### config.mk
export PLATFORM = sky130hd
export DESIGN_NAME = rsa_modexp_sequencer
export DESIGN_NICKNAME = d
export VERILOG_FILES = /design/src/rtl/rsa_modexp_sequencer.sv
export SDC_FILE = /design/constraint.sdc
export NUM_CORES = 1
export LEC_CHECK = 0
export CAP_MARGIN = 0
export CORE_AREA = 3 3 120 87
export DETAILED_ROUTE_END_ITERATION = 10
export DIE_AREA = 0 0 123 90
export PLACE_DENSITY = 0.66
export SLEW_MARGIN = 20
export SYNTH_ARGS = -nofsm -noshare
export SYNTH_HDL_FRONTEND = slang
export SYNTH_SLANG_ARGS = --single-unit
### constraint.sdc
create_clock -name clk -period 2.2 [get_ports clk]
set_clock_uncertainty 0.1 [all_clocks]
set_input_delay 0.44 -clock clk [delete_from_list [all_inputs] [get_ports clk]]
set_output_delay 0.44 -clock clk [all_outputs]
set_load 0.005 [all_outputs]
### src/rtl/rsa_modexp_sequencer.sv
// -----------------------------------------------------------------------------
// rsa_modexp_sequencer
// Left-to-right square-and-multiply sequencer for modular exponentiation.
// Walks the latched exponent from its most significant bit down to bit 0 and
// issues one Montgomery operation at a time to the multiplier core over an
// mm_start / mm_done handshake. The core owns all operands; this block only
// chooses which operation runs next and counts squares and multiplies.
//
// Operation order: IN (X=X*R2), then per exponent bit a SQR (A=A*A) followed by
// a MUL (A=A*X) when the bit is set, and finally OUT (A=A*1).
//
// Optional build macro: MODEXP_SKIP_LEADING_SQR_EN
//   When defined, squares are skipped while the accumulator still holds the
//   Montgomery form of 1 (before the first MUL), because squaring 1 is a no-op.
//
// Ports:
//   clk      - system clock, rising edge
//   resetn   - asynchronous active-low reset
//   start    - single-cycle request, accepted only in IDLE
//   abort    - level, forces a return to IDLE
//   exp_in   - exponent, sampled on the accepted start
//   exp_len  - significant exponent bits, sampled on the accepted start
//   busy     - high while a run is in progress
//   done     - sticky completion flag
//   aborted  - one-cycle pulse when an abort stops a run
//   mm_start - one-cycle launch pulse to the multiplier
//   mm_op    - operation code (0=SQR 1=MUL 2=OUT 3=IN), stable until mm_done
//   mm_done  - one-cycle completion pulse from the multiplier
//   sqr_cnt  - squares issued in the current or last run (saturating)
//   mul_cnt  - multiplies issued in the current or last run (saturating)
// -----------------------------------------------------------------------------
module rsa_modexp_sequencer #(
    parameter int E_WIDTH = 32,
    parameter int LEN_W   = $clog2(E_WIDTH + 1),
    parameter int CNT_W   = 11
) (
    input  logic               clk,
    input  logic               resetn,
    input  logic               start,
    input  logic               abort,
    input  logic [E_WIDTH-1:0] exp_in,
    input  logic [LEN_W-1:0]   exp_len,
    output logic               busy,
    output logic               done,
    output logic               aborted,
    output logic               mm_start,
    output logic [1:0]         mm_op,
    input  logic               mm_done,
    output logic [CNT_W-1:0]   sqr_cnt,
    output logic [CNT_W-1:0]   mul_cnt
);

    localparam int IDX_W = $clog2(E_WIDTH);

    localparam logic [1:0] OP_SQR = 2'd0;
    localparam logic [1:0] OP_MUL = 2'd1;
    localparam logic [1:0] OP_OUT = 2'd2;
    localparam logic [1:0] OP_IN  = 2'd3;

    typedef enum logic [2:0] {
        S_IDLE     = 3'd0,
        S_CONV_IN  = 3'd1,
        S_SQR      = 3'd2,
        S_MUL      = 3'd3,
        S_CONV_OUT = 3'd4,
        S_FIN      = 3'd5
`ifdef MODEXP_SKIP_LEADING_SQR_EN
        ,
        S_SKIP     = 3'd6
`endif
    } state_t;

    state_t             state_r;
    logic               wait_r;       // 0: ISSUE sub-cycle, 1: WAIT sub-cycle
    logic [E_WIDTH-1:0] exp_r;
    logic [IDX_W-1:0]   idx_r;
    logic               busy_r;
    logic               done_r;
    logic               aborted_r;
    logic               mm_start_r;
    logic [1:0]         mm_op_r;
    logic [CNT_W-1:0]   sqr_cnt_r;
    logic [CNT_W-1:0]   mul_cnt_r;
`ifdef MODEXP_SKIP_LEADING_SQR_EN
    logic               acc_is_one_r;
`endif

    logic [LEN_W-1:0]   len_clamp_s;
    logic [IDX_W-1:0]   start_idx_s;
    logic               exp_bit_s;
    logic               idx_last_s;

    // Saturating increment for the operation counters.
    function automatic logic [CNT_W-1:0] sat_inc(input logic [CNT_W-1:0] v);
        if (&v) begin
            return v;
        end else begin
            return v + CNT_W'(1);
        end
    endfunction

    // Clamp the requested length to the exponent width and derive the first bit index.
    always_comb begin
        len_clamp_s = exp_len;
        start_idx_s = '0;
        if (exp_len > LEN_W'(E_WIDTH)) begin
            len_clamp_s = LEN_W'(E_WIDTH);
        end else begin
            len_clamp_s = exp_len;
        end
        if (len_clamp_s != '0) begin
            start_idx_s = IDX_W'(len_clamp_s - LEN_W'(1));
        end else begin
            start_idx_s = '0;
        end
    end

    // Decode the current exponent bit and whether it is the last one.
    always_comb begin
        exp_bit_s  = exp_r[idx_r];
        idx_last_s = (idx_r == '0);
    end

    // Sequencer FSM: operation selection, handshake, counters and status flags.
    always_ff @(posedge clk or negedge resetn) begin
        if (!resetn) begin
            state_r      <= S_IDLE;
            wait_r       <= 1'b0;
            exp_r        <= '0;
            idx_r        <= '0;
            busy_r       <= 1'b0;
            done_r       <= 1'b0;
            aborted_r    <= 1'b0;
            mm_start_r   <= 1'b0;
            mm_op_r      <= 2'd0;
            sqr_cnt_r    <= '0;
            mul_cnt_r    <= '0;
`ifdef MODEXP_SKIP_LEADING_SQR_EN
            acc_is_one_r <= 1'b0;
`endif
        end else begin
            aborted_r  <= 1'b0;
            mm_start_r <= 1'b0;
            if (abort) begin
                // Abort wins over everything; any outstanding mm_done is dropped
                // simply because IDLE never looks at it.
                aborted_r <= busy_r;
                state_r   <= S_IDLE;
                wait_r    <= 1'b0;
                busy_r    <= 1'b0;
                done_r    <= 1'b0;
            end else begin
                case (state_r)
                    S_IDLE: begin
                        if (start) begin
                            exp_r     <= exp_in;
                            idx_r     <= start_idx_s;
                            done_r    <= 1'b0;
                            sqr_cnt_r <= '0;
                            mul_cnt_r <= '0;
                            busy_r    <= 1'b1;
                            wait_r    <= 1'b0;
`ifdef MODEXP_SKIP_LEADING_SQR_EN
                            acc_is_one_r <= 1'b1;
`endif
                            mm_start_r <= 1'b1;
                            if (len_clamp_s == '0) begin
                                // Empty exponent: the result is 1, only convert out.
                                state_r <= S_CONV_OUT;
                                mm_op_r <= OP_OUT;
                            end else begin
                                state_r <= S_CONV_IN;
                                mm_op_r <= OP_IN;
                            end
                        end
                    end

                    S_CONV_IN: begin
                        if (!wait_r) begin
                            wait_r <= 1'b1;
                        end else if (mm_done) begin
                            wait_r <= 1'b0;
`ifdef MODEXP_SKIP_LEADING_SQR_EN
                            if (acc_is_one_r) begin
                                state_r <= S_SKIP;
                            end else begin
                                state_r    <= S_SQR;
                                mm_start_r <= 1'b1;
                                mm_op_r    <= OP_SQR;
                                sqr_cnt_r  <= sat_inc(sqr_cnt_r);
                            end
`else
                            state_r    <= S_SQR;
                            mm_start_r <= 1'b1;
                            mm_op_r    <= OP_SQR;
                            sqr_cnt_r  <= sat_inc(sqr_cnt_r);
`endif
                        end
                    end

                    S_SQR: begin
                        if (!wait_r) begin
                            wait_r <= 1'b1;
                        end else if (mm_done) begin
                            wait_r     <= 1'b0;
                            mm_start_r <= 1'b1;
                            if (exp_bit_s) begin
                                state_r   <= S_MUL;
                                mm_op_r   <= OP_MUL;
                                mul_cnt_r <= sat_inc(mul_cnt_r);
                            end else if (idx_last_s) begin
                                state_r <= S_CONV_OUT;
                                mm_op_r <= OP_OUT;
                            end else begin
                                idx_r     <= idx_r - IDX_W'(1);
                                state_r   <= S_SQR;
                                mm_op_r   <= OP_SQR;
                                sqr_cnt_r <= sat_inc(sqr_cnt_r);
                            end
                        end
                    end

                    S_MUL: begin
`ifdef MODEXP_SKIP_LEADING_SQR_EN
                        acc_is_one_r <= 1'b0;
`endif
                        if (!wait_r) begin
                            wait_r <= 1'b1;
                        end else if (mm_done) begin
                            wait_r     <= 1'b0;
                            mm_start_r <= 1'b1;
                            if (idx_last_s) begin
                                state_r <= S_CONV_OUT;
                                mm_op_r <= OP_OUT;
                            end else begin
                                idx_r     <= idx_r - IDX_W'(1);
                                state_r   <= S_SQR;
                                mm_op_r   <= OP_SQR;
                                sqr_cnt_r <= sat_inc(sqr_cnt_r);
                            end
                        end
                    end

`ifdef MODEXP_SKIP_LEADING_SQR_EN
                    // Bypassed square: the accumulator is still 1, so walk the
                    // leading zero bits without issuing anything.
                    S_SKIP: begin
                        if (exp_bit_s) begin
                            state_r    <= S_MUL;
                            mm_start_r <= 1'b1;
                            mm_op_r    <= OP_MUL;
                            mul_cnt_r  <= sat_inc(mul_cnt_r);
                        end else if (idx_last_s) begin
                            state_r    <= S_CONV_OUT;
                            mm_start_r <= 1'b1;
                            mm_op_r    <= OP_OUT;
                        end else begin
                            idx_r <= idx_r - IDX_W'(1);
                        end
                    end
`endif

                    S_CONV_OUT: begin
                        if (!wait_r) begin
                            wait_r <= 1'b1;
                        end else if (mm_done) begin
                            wait_r  <= 1'b0;
                            state_r <= S_FIN;
                        end
                    end

                    S_FIN: begin
                        done_r  <= 1'b1;
                        busy_r  <= 1'b0;
                        state_r <= S_IDLE;
                    end

                    default: begin
                        state_r <= S_IDLE;
                        wait_r  <= 1'b0;
                        busy_r  <= 1'b0;
                    end
                endcase
            end
        end
    end

    assign busy     = busy_r;
    assign done     = done_r;
    assign aborted  = aborted_r;
    assign mm_start = mm_start_r;
    assign mm_op    = mm_op_r;
    assign sqr_cnt  = sqr_cnt_r;
    assign mul_cnt  = mul_cnt_r;

endmodule

==> results of run 1 <==
## state kept, by name (all words and copies together) (netlist names), 2 cells and up
register / flops
mul_cnt: 11
sqr_cnt: 11
exp_r: 32
mm_op: 2
idx_r: 5
state_r: 3
## metal layers
metal | global-route usage, % | vias up | routed length (um)
met1 | 30.3 | 1789 | 5480
met2 | 30.1 | 121 | 4830
met3 | 4.77 | 12 | 681
li1 | - | 1840 | -
met5 | 0 | - | 0
met4 | 5.62 | 0 | 127
## how the worst min path moves through the flow
stage,start,end,slack [ns],depth (start not counted)
after CTS,resetn,sqr_cnt[0]$_DFFE_PN0P_,0.04,2
after detailed placement,exp_r[16]$_DFFE_PN0P_,exp_r[16]$_DFFE_PN0P_,0.36,2
final,resetn,sqr_cnt[0]$_DFFE_PN0P_,0.02,2
after floorplan,resetn,aborted$_DFF_PN0_,0.04,0
after global placement,exp_r[3]$_DFFE_PN0P_,exp_r[3]$_DFFE_PN0P_,0.36,2
after global routing,resetn,sqr_cnt[0]$_DFFE_PN0P_,0.05,2
## logic make-up after synthesis
logic type	share of synthesized area, %
and+or+nand+nor	28.0
buffers and inverters	3.74
DFF	46.1
adders and majority gates	2.00
xor gates and xnor gates	0.467
AOI/OAI and AO/OA	15.5
muxes	4.27
## layout make-up
| class | count | area (um2) | area share (%) |
|---|---|---|---|
| multi-input cells | 339 | 2110 | 36.7 |
| clock inverters | 5 | 33.8 | 0.587 |
| repair buffers | 161 | 1440 | 25.1 |
| inverters | 8 | 30.0 | 0.522 |
| flip-flops and latches | 69 | 1730 | 30.0 |
| well taps | 124 | 155 | 2.70 |
| clock buffers | 11 | 253 | 4.40 |
## worst reg2reg max path, delay by kind of cell (launching register included)
kind,cells,cell delay (ns)
flip-flops,1,0.38
adder cells (fa/ha/maj),1,0.19
AO/OA/AOI/OAI,1,0.21
AND/OR/NAND/NOR,6,1.39
## power groups by stage
| stage | clock [uW] | sequential (uW) | combinational (uW) |
|---|---|---|---|
| floorplan | 0 | 1650 | 779 |
| global placement | 0 | 1680 | 1330 |
| detailed placement | 0 | 1690 | 1360 |
| CTS | 1410 | 1670 | 1510 |
| global route | 1470 | 1720 | 1800 |
| finish | 1380 | 1680 | 1640 |
## what timing repair did
action | 4_1_cts | 5_1_grt
pin swaps | 12 | 14
resized for setup | 23 | 42
endpoints found under the setup margin | 29 | 28
buffers inserted | 9 | 4
cloned | 1 | 0
## cells in the final DEF (no fill, tap or decap), types with 4 or more instances in the layout
master / Yosys / routed
and3_1: 7 / 4
dfrtp_1: 69 / 68
nand2b_1: 9 / 9
or3_4: 0 / 4
nand4_1: 4 / 4
clkdlybuf4s50_1: 0 / 67
nand3_1: 19 / 18
o21ai_1: 2 / 8
inv_1: 8 / 8
nand2_1: 122 / 119
mux2i_1: 16 / 12
a21oi_2: 0 / 5
nor3_1: 6 / 6
o21ai_0: 24 / 16
buf_6: 2 / 10
or3_1: 11 / 7
a21oi_1: 25 / 20
o211ai_1: 4 / 4
a31oi_1: 5 / 5
ha_1: 6 / 5
nor2_1: 19 / 18
buf_4: 3 / 79
and2_1: 4 / 4
clkbuf_16: 0 / 9
## through the flow
step,hold WS (ns),setup slack (ns),util (%),area [um2],power [uW]
2_1_floorplan,0.0444,-0.0963,-,3760,2430
3_3_place_gp,0.357,-0.433,55.6,5110,3010
3_5_place_dp,0.362,-0.488,55.6,5110,3050
4_1_cts,0.0393,-0.0931,60.4,5550,4590
5_1_grt,0.0481,-0.186,62.6,5750,4990
6_report,0.0186,-0.124,62.6,5750,4700
## cell usage after synthesis, types with 3 or more instances
master,n
nand3_1,19
nand2_1,122
nand3b_1,3
o211ai_1,4
nand2b_1,9
or4_1,3
nor2_1,19
nor2b_1,3
a21oi_1,25
nand4_1,4
and2_1,4
or2_2,3
inv_1,8
and3_1,7
mux2i_1,16
a22oi_1,4
clkbuf_1,12
buf_2,4
nor3_1,6
o21ai_0,24
nor4_1,3
a41oi_1,4
o31ai_1,7
buf_4,3
ha_1,6
or3_1,11
dfrtp_1,69
a31oi_1,5
==> impl_metrics.ini, run 1 <==
[detailed_routing]
drc = 0
via_per_inst = 5.25
drt_iter0_drc = 216
ant_nets = 0
detail_route.wl_per_cell_um = 15.5
num_vias = 3762
wl_mm = 11.1
drtPass1Iterations = 5

[setup_path]
cp_cell_sequence = ha_2 > and3_4 > and3_4 > and3_4 > a41o_1 > or3_4 > or4_1 > nand2_1
r2r_start = sqr_cnt[0]$_DFFE_PN0P_
critPathBufInv = 0
worstPathMaxFanout = 4
worst_setup_path_start_kind = flop
max_stage_delay_ns = 0.42
r2r-end = sqr_cnt[9]$_DFFE_PN0P_
worst-setup-path-type = flop to flop
crit_end = sqr_cnt[9]$_DFFE_PN0P_
crit_family = simple AND/OR/NAND/NOR gates
cpMostUsedCell = and3_4
r2r_setup_slack_ns = -0.12
required_ns = 2.37
crit_path_end_kind = flop
cp_slowest_cell = or4_1
rr_worst_depth = 8
critical_path.startpoint = sqr_cnt[0]$_DFFE_PN0P_
cp.arrival_ns = 2.50
path_depth = 8

[synthesis]
yosysWarnings = 0
syn_inst = 437
synth_edf_count = 0
synth.avg_cell_area_um2 = 8.58
synth_nets = 486
syn_area_um2 = 3750
yosys.area.top_type = dfrtp_1
synth_top_area_share_pct = 46.1
async_flop_share_pct = 100
synth_cell_types = 52
yosysSeqAreaShare_pct = 46.1
synth-seq-cells = 69
synthFlopType = dfrtp_1
ys_top_cells_by_area = dfrtp_1, nand2_1, mux2i_1, a21oi_1, o21ai_0

[grt]
track_usage_pct = 20.5
grt_pass1_wl_mm = 18.3
antenna_found_initial = 0
grt_remaining_overflow = 0
grt_max_degree = 70
first_global_vias = 3754

[power_and_ir_drop]
cellPowerDensity_nw_per_um2 = 817
p_sw_share_pct = 32.8
p_int_uw = 3160
peakVddDrop_mv = 0.528
pwr-share-comb_pct = 34.9
power_frac_seq_pct = 35.8
power_switching_uw = 1540
p_leak_uw = 0.00261
clockPowerShare_pct = 29.4

[clocking]
cts.sink_count = 69
htreeDepth = 3
tritoncts = done
clkTransAtPathRegs_ns = 0.06
clkLatencyLatePin_ns = 0.34
cts_made_buffers = 9
clock_path_buffers = 2
cts_hold_buf = 0
cts_root_buf = clkbuf_16

[floorplanning]
initial_utilization_pct = 40.8
die_area_um2 = 11100
die_y_um = 90
rows = 29
pin_count = 71
dieWidth_um = 123
coreArea_um2 = 9180

[placed_design]
gp_congestion = 0.911
port_buffers = 70
placed_cells = 687
hpwl_mm = 7.67

[run_status]
status = finished, violations left
failed_checks = setup timing

[timing]
layout_worst_path_cycle_share_pct = 106
setup_viol = 6
slew_headroom_pct = 66.8
slew_violations = 0
clock.fmax_ghz = 0.430
rsz0062_at_grt = yes
setup_ws_ns = -0.124
setup_tns_ns = -0.335
min_period_ns = 2.32
worst_pin_slew_ns = 0.498
hold_viol = 0

[finish]
fill_cells = 771
syn_to_final_growth_pct = 53.4
instances_no_fill = 717
diodes = 0
nets = 637
drive_above_1_share_pct = 26.3

[hold_path]
hp-class = input pin to asynchronous set/reset pin

[job]
maxCapViolCount = 0
(Power assumes the default switching activity.)
==> inputs of run 2 (changes only) <==
--- a/config.mk
+++ b/config.mk
@@ -6,9 +6,9 @@
 export NUM_CORES = 1
 export LEC_CHECK = 0
 export CAP_MARGIN = 0
-export CORE_AREA = 3 3 120 87
+export CORE_AREA = 2 2 119 86
 export DETAILED_ROUTE_END_ITERATION = 10
-export DIE_AREA = 0 0 123 90
+export DIE_AREA = 0 0 121 88
 export PLACE_DENSITY = 0.66
 export SLEW_MARGIN = 20
 export SYNTH_ARGS = -nofsm -noshare
==> run 2 against run 1 <==
  * The flow still finishes with violations (setup timing)
  * Worst setup slack better by 0.010 ns
  * Sequential power hardly changed
  * Largest cell class unchanged
  * Wire length hardly changed
  * Non-clock buffer count is 15 lower
  * Maximum frequency is 0.45% higher
  * Hold slack better by 0.0041 ns
  * Largest power group unchanged
==> impl_metrics.ini, run 2 (synthesis results as in run 1) <==
[timing]
setup_ws_ns = -0.114
worst_pin_slew_ns = 0.507
slew_headroom_pct = 66.2
min_period_ns = 2.31
setup_viol = 15
hold_viol = 0
setup_tns_ns = -0.772
slew_violations = 0
clock.fmax_ghz = 0.432
layout_worst_path_cycle_share_pct = 105
rsz0062_at_grt = yes

[floorplanning]
coreArea_um2 = 9500
die_area_um2 = 10600
initial_utilization_pct = 39.5
rows = 30
die_y_um = 88
pin_count = 71
dieWidth_um = 121

[clocking]
htreeDepth = 3
cts.sink_count = 69
tritoncts = done
clkLatencyLatePin_ns = 0.33
cts_made_buffers = 9
cts_hold_buf = 0
clock_path_buffers = 2
clkTransAtPathRegs_ns = 0.05
cts_root_buf = clkbuf_16

[power_and_ir_drop]
p_leak_uw = 0.00255
power_frac_seq_pct = 35.5
peakVddDrop_mv = 0.415
clockPowerShare_pct = 29.1
power_switching_uw = 1570
cellPowerDensity_nw_per_um2 = 835
pwr-share-comb_pct = 35.3
p_sw_share_pct = 32.9
p_int_uw = 3200

[placed_design]
port_buffers = 70
gp_congestion = 0.945
place_ws_ns = -0.468
hpwl_mm = 7.47
dpl_cell_area_um2 = 5010

[run_status]
status = finished, violations left
failed_checks = setup timing

[grt]
grt_max_degree = 70
grt_remaining_overflow = 0
grt_pass1_wl_mm = 17.7
track_usage_pct = 21.3
first_global_vias = 3609
antenna_found_initial = 0

[detailed_routing]
detail_route.wl_per_cell_um = 15.8
wl_mm = 11.1
drc = 0
ant_nets = 0
drt_iter0_drc = 232
num_vias = 3806
drtPass1Iterations = 5
via_per_inst = 5.40

[finish]
regMostFlops = exp_r
stdcell_area_um2 = 5710
drive_above_1_share_pct = 25.1
diodes = 0
final_common_cell = nand2_1
nets = 622
largest_reg_flops = 32
syn_to_final_growth_pct = 52.3
final_cell_mix = nand2_1, dfrtp_1, clkdlybuf4s50_1

[job]
maxCapViolCount = 0

[setup_path]
worst-setup-path-type = flop to flop
cp.arrival_ns = 2.49
worstPathMaxFanout = 4
worst_setup_path_start_kind = flop
crit_path_end_kind = flop
required_ns = 2.37

[hold_path]
hp-class = input pin to asynchronous set/reset pin
[run 2: changes by cell type in the layout (fill, tap and decap cells not counted), moves of 2 or more]
| cell | delta |
|---|---|
| clkbuf_8 | -2 |
| or3_4 | -2 |
| nand3_2 | +2 |
| o21ai_2 | +2 |
| or3_1 | +2 |
| nand3_1 | -2 |
| mux2i_2 | +2 |
| mux2i_1 | -3 |
| o21ai_1 | -4 |
| nand2_4 | +2 |
| buf_4 | -16 |
[run 2: power groups by stage]
stage	Clock, uW	Sequential [uW]	Combinational (uW)
final	1390	1690	1680
after global routing	1470	1720	1840
after CTS	1420	1670	1490
after detailed placement	0	1690	1320
after global placement	0	1670	1280
after floorplan	0	1650	779
[run 2: cell type report]
| cell class | instances | area, um2 |
|---|---|---|
| Fill cell | 834 | 3790 |
| Clock buffer | 10 | 229 |
| Inverter | 8 | 30.0 |
| Tap cell | 128 | 160 |
| Clock inverter | 5 | 52.6 |
| Multi-Input combinational cell | 339 | 2170 |
| Sequential cell | 69 | 1730 |
| Timing Repair Buffer | 146 | 1340 |
[run 2: per-layer routing]
layer  vias up  wire, um  GRT usage (%)
li1       1813         -              -
met1      1842      5470           31.7
met5         -         0              0
met3        14       670           5.08
met2       137      4850           31.0
met4         0       145           6.03
[run 2: timing repair]
| action | in CTS | in global routing |
|---|---|---|
| pin swaps | 26 | 14 |
| setup endpoints to repair | 28 | 28 |
| cloned | 1 | 0 |
| gates resized for setup | 28 | 50 |
| setup buffers | 9 | 2 |
[run 2: worst max-delay path, cell delays in order, from the launching register on]
cell	delay, ns
dfrtp_1	0.38
ha_2	0.20
and3_4	0.18
and3_4	0.17
and3_4	0.19
a41o_1	0.20
or3_4	0.34
or4_4	0.42
nand2_2	0.06
[run 2: stage by stage]
stage / cells / hold WS (ns) / total power (uW) / util (%)
3_5_place_dp: 678 / 0.362 / 3000 / 52.8
6_report: 705 / 0.0227 / 4760 / 60.1
3_3_place_gp: 678 / 0.357 / 2950 / 52.8
4_1_cts: 703 / 0.0468 / 4570 / 57.6
2_1_floorplan: 437 / 0.0444 / 2430 / -
5_1_grt: 705 / 0.0528 / 5030 / 60.1
[run 2: worst paths after layout]
check	start	endpoint	slack, ns	cells past startpoint
max	sqr_cnt[0]$_DFFE_PN0P_	sqr_cnt[9]$_DFFE_PN0P_	-0.11	8
min	resetn	mul_cnt[9]$_DFFE_PN0P_	0.02	2
max reg2reg	sqr_cnt[0]$_DFFE_PN0P_	sqr_cnt[9]$_DFFE_PN0P_	-0.11	8
min reg2reg	exp_r[16]$_DFFE_PN0P_	exp_r[16]$_DFFE_PN0P_	0.38	2
max in group asynchronous	resetn	exp_r[10]$_DFFE_PN0P_	1.66	2
min in group clk	exp_r[16]$_DFFE_PN0P_	exp_r[16]$_DFFE_PN0P_	0.38	2
